===== config.mk =====
export PLATFORM = sky130hd
export DESIGN_NAME = i2s_tx
export DESIGN_NICKNAME = d
export VERILOG_FILES = /design/src/rtl/i2s_pkg.sv /design/src/rtl/i2s_clkgen.sv /design/src/rtl/i2s_tx.sv
export SDC_FILE = /design/constraint.sdc
export NUM_CORES = 1
export LEC_CHECK = 0
export ABC_AREA = 1
export BUFFER_PORTS_ARGS = -buffer_cell sky130_fd_sc_hd__buf_2
export CAP_MARGIN = 25
export CORE_MARGIN = 1
export CORE_UTILIZATION = 35
export CTS_CLUSTER_SIZE = 40
export DETAILED_ROUTE_END_ITERATION = 10
export PLACE_DENSITY = 0.6
export SYNTH_ARGS = -nofsm -noshare
export SYNTH_HDL_FRONTEND = slang
export SYNTH_HIERARCHICAL = 1
export SYNTH_SLANG_ARGS = --single-unit

===== constraint.sdc =====
create_clock -name clk_50MHz -period 1.8 [get_ports clk_50MHz]
set_input_delay 0.09 -clock clk_50MHz [delete_from_list [all_inputs] [get_ports clk_50MHz]]
set_output_delay 0.09 -clock clk_50MHz [all_outputs]
set_load 0.02 [all_outputs]

===== src/rtl/i2s_pkg.sv =====
// Shared constants and sample type for the I2S transmitter.
// Optional build macro: I2S_TX_MONO_EN (mono downmix of L/R into both slots).
package i2s_pkg;
  localparam int FRAME_BITS = 64;
  localparam int SLOT_BITS  = 32;
  localparam int SAMPLE_W   = 16;

  typedef logic signed [SAMPLE_W-1:0] sample_t;

  // Average of two samples: arithmetic shift of the 17-bit sum cannot overflow.
  function automatic sample_t mono_mix(sample_t l, sample_t r);
    logic signed [SAMPLE_W:0] s;
    logic signed [SAMPLE_W:0] h;
    s = {l[SAMPLE_W-1], l} + {r[SAMPLE_W-1], r};
    h = s >>> 1;
    return h[SAMPLE_W-1:0];
  endfunction
endpackage


===== src/rtl/i2s_clkgen.sv =====
// SCK divider and MCLK toggle. The strobes are high in the cycle whose
// closing clock edge makes SCK rise/fall, so downstream registers that load
// on a strobe change in the same edge as SCK.
module i2s_clkgen #(
  parameter int SCK_HALF = 8
) (
  input  logic i_clk,
  input  logic i_rst,
  output logic o_mclk,
  output logic o_sck_rise,
  output logic o_sck_fall
);
  localparam int DW = (SCK_HALF < 2) ? 1 : $clog2(SCK_HALF);
  localparam logic [DW-1:0] DIV_MAX = DW'(SCK_HALF - 1);

  logic [DW-1:0] r_div_cnt;
  logic          r_sck;
  logic          r_mclk;
  logic          w_wrap;

  assign w_wrap     = (r_div_cnt == DIV_MAX);
  assign o_sck_rise = w_wrap & ~r_sck;
  assign o_sck_fall = w_wrap &  r_sck;
  assign o_mclk     = r_mclk;

  // Half-period divider; SCK toggles whenever the divider wraps.
  always_ff @(posedge i_clk or posedge i_rst) begin
    if (i_rst) begin
      r_div_cnt <= '0;
      r_sck     <= 1'b0;
    end else if (w_wrap) begin
      r_div_cnt <= '0;
      r_sck     <= ~r_sck;
    end else begin
      r_div_cnt <= r_div_cnt + 1'b1;
    end
  end

  // Free-running MCLK at half the board clock.
  always_ff @(posedge i_clk or posedge i_rst) begin
    if (i_rst) r_mclk <= 1'b0;
    else       r_mclk <= ~r_mclk;
  end
endmodule


===== src/rtl/i2s_tx.sv =====
// Stereo I2S transmitter: 64-SCK frames, 32-bit slots, 16-bit MSB-first
// data starting one SCK after the LRCK edge.
// Optional build macro: I2S_TX_MONO_EN loads the L/R average into both slots.
module i2s_tx
  import i2s_pkg::*;
#(
  parameter int SCK_HALF = 8
) (
  input  logic                clk_50MHz,
  input  logic                reset,
  input  logic [SAMPLE_W-1:0] L_data,
  input  logic [SAMPLE_W-1:0] R_data,
  output logic                dac_MCLK,
  output logic                dac_SCLK,
  output logic                dac_LRCK,
  output logic                dac_SDIN,
  output logic                sample_tick
);
  localparam int BW = $clog2(FRAME_BITS);
  localparam int KW = $clog2(SLOT_BITS);

  logic          w_sck_rise;
  logic          w_sck_fall;
  logic [BW-1:0] r_bit_cnt;
  logic [BW-1:0] w_next_bit;
  logic [KW-1:0] w_k;
  logic [3:0]    w_idx;
  logic          w_latch;
  logic          w_sdin_nxt;
  sample_t       r_sh_l;
  sample_t       r_sh_r;
  sample_t       w_src;
  sample_t       w_ld_l;
  sample_t       w_ld_r;
  logic          r_sclk;
  logic          r_lrck;
  logic          r_sdin;
  logic          r_tick;

  i2s_clkgen #(.SCK_HALF(SCK_HALF)) u_clkgen (
    .i_clk      (clk_50MHz),
    .i_rst      (reset),
    .o_mclk     (dac_MCLK),
    .o_sck_rise (w_sck_rise),
    .o_sck_fall (w_sck_fall)
  );

`ifdef I2S_TX_MONO_EN
  assign w_ld_l = mono_mix(sample_t'(L_data), sample_t'(R_data));
  assign w_ld_r = w_ld_l;
`else
  assign w_ld_l = sample_t'(L_data);
  assign w_ld_r = sample_t'(R_data);
`endif

  // Everything below looks at the bit that becomes current at this SCK fall.
  assign w_next_bit = r_bit_cnt + 1'b1;
  assign w_k        = w_next_bit[KW-1:0];
  assign w_idx      = 4'(5'd16 - 5'(w_k));
  assign w_src      = w_next_bit[BW-1] ? r_sh_r : r_sh_l;
  assign w_latch    = w_sck_fall && (w_next_bit == '0);

  // Data bits occupy slot positions 1..16; the rest of the slot is padding.
  always_comb begin
    w_sdin_nxt = 1'b0;
    if (w_k >= KW'(1) && w_k <= KW'(16)) w_sdin_nxt = w_src[w_idx];
  end

  // Frame position, word select and serial data advance on SCK falls.
  always_ff @(posedge clk_50MHz or posedge reset) begin
    if (reset) begin
      r_bit_cnt <= '0;
      r_lrck    <= 1'b0;
      r_sdin    <= 1'b0;
    end else if (w_sck_fall) begin
      r_bit_cnt <= w_next_bit;
      r_lrck    <= w_next_bit[BW-1];
      r_sdin    <= w_sdin_nxt;
    end
  end

  // Both shadows load together at frame start so L and R stay paired.
  always_ff @(posedge clk_50MHz or posedge reset) begin
    if (reset) begin
      r_sh_l <= '0;
      r_sh_r <= '0;
    end else if (w_latch) begin
      r_sh_l <= w_ld_l;
      r_sh_r <= w_ld_r;
    end
  end

  // Pin-side SCK register driven by the divider strobes, plus latch pulse.
  always_ff @(posedge clk_50MHz or posedge reset) begin
    if (reset) begin
      r_sclk <= 1'b0;
      r_tick <= 1'b0;
    end else begin
      if (w_sck_rise)      r_sclk <= 1'b1;
      else if (w_sck_fall) r_sclk <= 1'b0;
      r_tick <= w_latch;
    end
  end

  assign dac_SCLK    = r_sclk;
  assign dac_LRCK    = r_lrck;
  assign dac_SDIN    = r_sdin;
  assign sample_tick = r_tick;
endmodule

==> results.md, run 1 <==
- CORE AREA: 6060 um^2
- Worst rel slew slack: 0.802
- WS Path Type: reg -> reg
- Die area: 6740 um^2
- FMAX: 560 MHz
- Pre-CTS setup slack: -0.0390 ns
- VDD IR-drop max: 0.454 mV
- Antenna viol nets, final: 0
- Setup ws final: 0.0141 ns
- Share of layout cells above drive strength 1: 0.251
- R2R cell count: 10
- Rows: 28
- Sequential area share after synthesis: 0.512
- Kind of start point of the critical path: register
- Pin count of the biggest net entering global routing: 29
- Hold WS: -0.00879 ns
- Util after Layout: 0.526
- Hold Path Cell Cnt: 3
- Slew @ Worst Pin: 0.297 ns
- Vias per Instance: 4.62
- Failing checks: negative hold slack
- Critical Path AT: 1.98 ns
- Diodes inserted: 0
- Reg-to-Reg Start: r_bit_cnt[0]
- Hold Vio Cnt, Final: 4
- Drt first pass iters: 4
- CP max stage delay: 0.46 ns
- Clock slew at reported path FFs: 0.09 ns
- Worst setup EP type: register
- FF-to-FF End: r_sh_r[12]
- Synth unique cells: 24
- CTS buffer count: 5
- Die height: 82.1 um
- Mapped cell area: 2250 um^2
- Residual DRC count: 0
- Post-route cell area: 3190 um^2
- Synthesis-to-finish area growth: 41.8%
- H-tree levels: 2
- Grt total ovfl: 0
- Status: complete, but fails checks
- Final setup fails: 0
- Largest fanout on the critical path: 7
- Clk sink count: 46
- Setup TNS: 0 ns
- CP Cell Sequence: ha_4 -> nand2_2 -> nor2_2 -> xor2_2 -> nor3_2 -> nand2_2 -> clkinv_4 -> clkbuf_16 -> nand2_1 -> nand2_1
- Fin Clk Skew: 0.00751 ns
- Hold path start: R_data[4]
- Pins Over Slew Limit: 0
- Max-cap violations: 0
- WP data required: 1.99 ns
- Final GP Congestion: 0.870
- GRT Overall Usage: 0.173
- Syn. warnings: 6
- First-pass GRT wire length: 8.79 mm
- CTS Buffer Depth: 2
- Starting Density: 0.371
- DR vias: 2075
- Vias in the first global route: 1975
- Hold/Removal Path Class: in -> reg
- CTS tree: built
- DP Wirelength: 3.58 mm
- #FFs+latches synth: 46
- Number of port buffers: 38
- Total wire length: 5.75 mm
- Iteration-0 DRC Markers: 104
- Ratio of final minimum period to clock period: 0.992
- Syn nets: 330
- Hold EP: r_sh_r[4]
- Fin crit period: 1.79 ns
- Pwr/cell area: 600 nW/um^2
- # IOs: 39
- Syn_area_per_cell: 7.70 um^2
- Root buffer cell: clkbuf_8
- R2R Setup Slk: 0.01 ns
- Post-layout nets: 411
- Unrepaired setup endpoints after global routing: yes
- Leakage Power: 0.00162 uW
- DIE WIDTH: 82.1 um
- Slowest library cell on the worst path: dfrtp_2
- Placement Cell Area: 2610 um^2
- Clock latency on the worst-skew pair: 0.30 ns
- Initial antenna violation count: 0
- Syn Inst Count: 292
- Filler Cell Count: 555
- Drt wl/cell: 12.8 um
[worst max-delay path by stage]
| stage | startpoint | endpoint | slack (ns) | cells after the start |
|---|---|---|---|---|
| 3_3_place_gp | r_bit_cnt[2] | dac_SDIN | -0.02 | 11 |
| 3_5_place_dp | r_bit_cnt[2] | dac_SDIN | -0.04 | 11 |
| 5_1_grt | r_bit_cnt[0] | r_sh_r[12] | -0.07 | 10 |
| 2_1_floorplan | u_clkgen/r_div_cnt[0] | r_sh_r[3] | 0.008 | 12 |
| 4_1_cts | r_bit_cnt[2] | dac_SDIN | 0.01 | 10 |
| 6_report | r_bit_cnt[0] | r_sh_r[12] | 0.01 | 10 |
[placed cells by master (no fill, tap or decap), types with 2 or more instances in the layout]
cell type,synthesis,layout
nand2_4,0,2
dfrtp_2,0,4
ha_1,4,2
ha_4,0,2
buf_4,6,13
nand2_1,146,142
nand2_2,1,3
a21oi_1,4,4
dfrtp_1,46,42
nor2_1,11,6
dlygate4sd3_1,0,26
o21ai_0,11,8
inv_1,23,21
buf_6,1,4
o21ai_1,0,2
nand3_2,1,2
buf_2,0,38
clkbuf_8,0,5
nand3_1,21,19
xor2_1,4,3
clkbuf_16,0,2
nor2_4,0,4
[cell type report]
class / count / area, um^2 / area share
well taps: 75 / 93.8 / 0.0295
multi-input cells: 211 / 1060 / 0.333
clock inverters: 2 / 37.5 / 0.0118
inverters: 25 / 103 / 0.0322
flip-flops and latches: 46 / 1160 / 0.363
repair buffers: 84 / 663 / 0.208
clock buffers: 6 / 72.6 / 0.0228
[routing by layer]
metal  vias up  wire length [um]  global-route usage
met5         -                 0                   0
li1       1063                 -                   -
met2        40              2840               0.281
met3         8               196              0.0352
met4         0                94              0.0596
met1       964              2610               0.227
[what timing repair did]
action                                 CTS  global route
setup endpoints to repair                1            33
endpoints found under the hold margin   71             0
hold buffers                            26             0
gates cloned                             0             3
pin swaps                                0             6
resized for setup                        2            39
setup buffers                            0             0
[flip-flops by register name, summed over array words and instances (netlist names), 3 cells and up]
signal and cells:
u_clkgen/r_div_cnt 3, r_bit_cnt 6, r_sh_l 16, r_sh_r 16
[metrics by stage]
stage	total power, uW	std cells
floorplan	1070	292
global placement	1110	412
detailed placement	1110	412
CTS	1920	446
global route	1980	449
finish	1910	449
[cells in the mapped netlist (all sizes together)]
| library cell | n | area [um^2] |
|---|---|---|
| nand3 | 22 | 115 |
| dfrtp | 46 | 1150 |
| nand2 | 147 | 554 |
| a21oi | 4 | 20.0 |
| clkinv | 1 | 3.75 |
| o31ai | 1 | 7.51 |
| ha | 4 | 50.1 |
| nor2 | 11 | 41.3 |
| or2 | 1 | 6.26 |
| nor3 | 1 | 10.0 |
| buf | 7 | 56.3 |
| o21bai | 1 | 11.3 |
| nor4 | 1 | 6.26 |
| inv | 24 | 90.1 |
| o21ai | 11 | 55.1 |
| nor3b | 1 | 7.51 |
| a211oi | 1 | 7.51 |
| xor2 | 4 | 35.0 |
| clkbuf | 3 | 11.3 |
| a21o | 1 | 7.51 |
[kinds of logic after synthesis]
family | count (synthesis) | synth area share
simple gates | 184 | 0.330
flops | 46 | 0.512
buf+inv | 35 | 0.0718
compound gates | 19 | 0.0484
xor+xnor | 4 | 0.0156
fa+ha+maj | 4 | 0.0223
[worst max-delay path, delay by kind of cell (launching register included)]
kind                       cells  cell delay, ns
and+or+nand+nor                6            0.56
buffers and inverters          2            0.30
DFF                            1            0.46
adders and majority gates      1            0.16
xor gates and xnor gates       1            0.19
[where the power goes]
| group | internal [uW] | switching [uW] |
|---|---|---|
| sequential | 1030 | 0 |
| clock | 415 | 363 |
| combinational | 64.3 | 35.6 |
| total | 1510 | 398 |
(Power assumes the default switching activity.)
==> inputs of run 2 (changes only) <==
ABC_AREA = unset   (was 1)
BUFFER_PORTS_ARGS = -buffer_cell sky130_fd_sc_hd__buf_4   (was -buffer_cell sky130_fd_sc_hd__buf_2)
==> run 2 against run 1 <==
The run ends with negative setup slack left. Sequential share of layout area down 1.8 points. Combinational power down 16%. Utilization down 0.82 points. Clock skew up 0.0032 ns. Register-to-register slack worse by 0.38 ns. Largest power group unchanged. Highest routed layer unchanged.
==> results.md, run 2 <==
- Status: complete, but fails checks
- Failing checks: negative setup slack
- Pins Over Slew Limit: 0
- Die area: 7110 um^2
- Total wire length: 5.68 mm
- Max-cap violations: 0
- Drt wl/cell: 16.1 um
- Ys async rst share: 1.00
- Area of the multi-input gates: 1260 um^2
- Hold EP: r_sh_l[1]
- CP top delay family: simple AND/OR/NAND/NOR gates
- Top flop regs: r_sh_l: 16 flops, r_sh_r: 16 flops, r_bit_cnt: 6 flops
- Vias per Instance: 5.22
- VDD IR-drop max: 0.374 mV
- R2R cell count: 7
- CP bufs+invs: 3
- Hold path start: L_data[1]
- Synth unique cells: 47
- Initial antenna violation count: 0
- Number of port buffers: 38
- Post-synth top area share: 0.485
- Fin crit period: 2.17 ns
- Pin count of the biggest net entering global routing: 42
- Syn_area_per_cell: 11.7 um^2
- Starting Density: 0.367
- First-pass GRT wire length: 8.71 mm
- CORE AREA: 6460 um^2
- Grt total ovfl: 0
- Hold/Removal Path Class: in -> reg
- FF-to-FF End: r_sh_r[13]
- Clock slew at reported path FFs: 0.09 ns
- Worst Setup SP: r_bit_cnt[0]
- Commonest cells after routing, fill and taps aside: buf_4 (68), dfrtp_1 (46), mux2_4 (32)
- FMAX: 462 MHz
- CTS buffer count: 5
- Pre-CTS setup slack: -0.280 ns
- Drt first pass iters: 4
- CP Cell Sequence: buf_6 -> and3_4 -> or4_4 -> a21oi_4 -> buf_12 -> clkbuf_16 -> mux2_4
- Post-layout nets: 312
- Count leader, synth: dfrtp_1
- Reg-to-Reg Start: r_bit_cnt[0]
- Hold Vio Cnt, Final: 0
- Util after Layout: 0.517
- Syn. warnings: 6
- Worst setup EP type: register
- Slowest library cell on the worst path: or4_4
- EDFF count, synth: 0
- Syn Inst Count: 203
- Hold Path Cell Cnt: 2
- Iteration-0 DRC Markers: 54
- Ranking of synthesized cells by area: dfrtp_1 (49%), mux2_2 (12%), mux2i_1 (4.2%), mux2_1 (3.3%), ha_1 (2.1%)
- Fin Clk Skew: 0.0108 ns
- Leakage Power: 0.00159 uW
- Slew @ Worst Pin: 0.536 ns
- Worst rel slew slack: 0.643
- Diodes inserted: 0
- Antenna viol nets, final: 0
- Largest fanout on the critical path: 6
- Synthesis-to-finish area growth: 40.9%
- Mapped cell area: 2370 um^2
- Filler Cell Count: 592
- Clock latency on the worst-skew pair: 0.30 ns
- Sequential area share after synthesis: 0.485
- Residual DRC count: 0
- Rows: 29
- Clk sink count: 46
- R2R Setup Slk: -0.37 ns
- Syn nets: 241
- Inst Count DP: 336
- Die height: 84.3 um
- WP data required: 1.99 ns
- DP Wirelength: 3.72 mm
- WS Path Type: reg -> reg
- Setup ws final: -0.366 ns
- DR vias: 1837
- Most common cell after layout, fill and taps aside: buf_4
- Vias in the first global route: 1837
- Non-filler cells, final: 352
- Pwr/cell area: 533 nW/um^2
- CTS Buffer Depth: 2
- Unrepaired setup endpoints after global routing: yes
- Kind of start point of the critical path: register
- CP max stage delay: 0.54 ns
- Synth top cells by count: dfrtp_1 (46), mux2_2 (26), mux2i_1 (10)
- # IOs: 39
- Final setup fails: 33
- DIE WIDTH: 84.3 um
- Ratio of final minimum period to clock period: 1.20
- H-tree levels: 2
- Storage cell area: 1150 um^2
- Final Power: 1780 uW
- Share of layout cells above drive strength 1: 0.484
- #FFs+latches synth: 46
- Area leader, netlist: dfrtp_1
- Root buffer cell: clkbuf_8
- Synth Flop Type: dfrtp_1
- Final GP Congestion: 0.823
- Critical Path AT: 2.35 ns
- GRT Overall Usage: 0.154
- CTS tree: built
-- run 2: cell types whose count changed after synthesis, sizes merged, moves of 4 or more --
| cell | delta |
|---|---|
| inv | -17 |
| nand2 | -139 |
| nor3 | +4 |
| mux2 | +33 |
| a21oi | +5 |
| nand3 | -18 |
| clkbuf | +4 |
| mux2i | +10 |
| nor2 | -5 |
| xnor2 | +5 |
-- run 2: per-layer routing --
| layer | share of wire | wire (um) | global-route usage |
|---|---|---|---|
| met1 | 0.46 | 2600 | 0.204 |
| met2 | 0.51 | 2880 | 0.257 |
| met3 | 0.025 | 144 | 0.0324 |
| met4 | 0.0093 | 53 | 0.0447 |
| met5 | 0 | 0 | 0 |
-- run 2: metrics by stage --
step           cell area (um^2)  TNS (ns)  hold WS, ns
4_1_cts                    3110     -6.09      0.00239
2_1_floorplan              2390     -6.86       -0.131
5_1_grt                    3340    -13.02      0.00345
6_report                   3340    -11.50       0.0147
3_5_place_dp               2960     -5.81       0.0148
3_3_place_gp               2960     -5.33       0.0107
-- run 2: layout make-up --
class / instances / area share
Multi-Input combinational cell: 134 / 0.376
Tap cell: 77 / 0.0288
Timing Repair Buffer: 80 / 0.215
Clock inverter: 2 / 0.00374
Inverter: 7 / 0.00786
Sequential cell: 46 / 0.344
Clock buffer: 6 / 0.0247
-- run 2: power by group --
| group | total (uW) | switching, uW | internal, uW |
|---|---|---|---|
| Sequential | 1030 | 0 | 1030 |
| Clock | 665 | 355 | 309 |
| Combinational | 84.1 | 32.2 | 51.9 |
-- run 2: what timing repair did --
action	in CTS	in global routing
hold endpoints to repair	48	0
hold buffers	3	0
resized for setup	9	37
pin swaps	1	4
setup buffers	0	3
endpoints found under the setup margin	33	33
gates cloned	0	3
-- run 2: cells by family after synthesis --
kind of cell    Yosys count  synth area share
compound gates           39             0.113
xor+xnor                  8            0.0295
flops                    46             0.485
mux                      44             0.208
fa+ha+maj                 4            0.0211
buf+inv                  23            0.0517
simple gates             39            0.0912
-- run 2: how the worst max path moves through the flow --
stage            endpoint  slack [ns]  cells after the start
3_5_place_dp     dac_SDIN       -0.28                      9
2_1_floorplan   r_sh_l[1]       -0.23                      7
5_1_grt         r_sh_l[7]       -0.41                      7
3_3_place_gp     dac_SDIN       -0.25                      9
4_1_cts         r_sh_r[8]       -0.21                      6
6_report       r_sh_r[13]       -0.37                      7
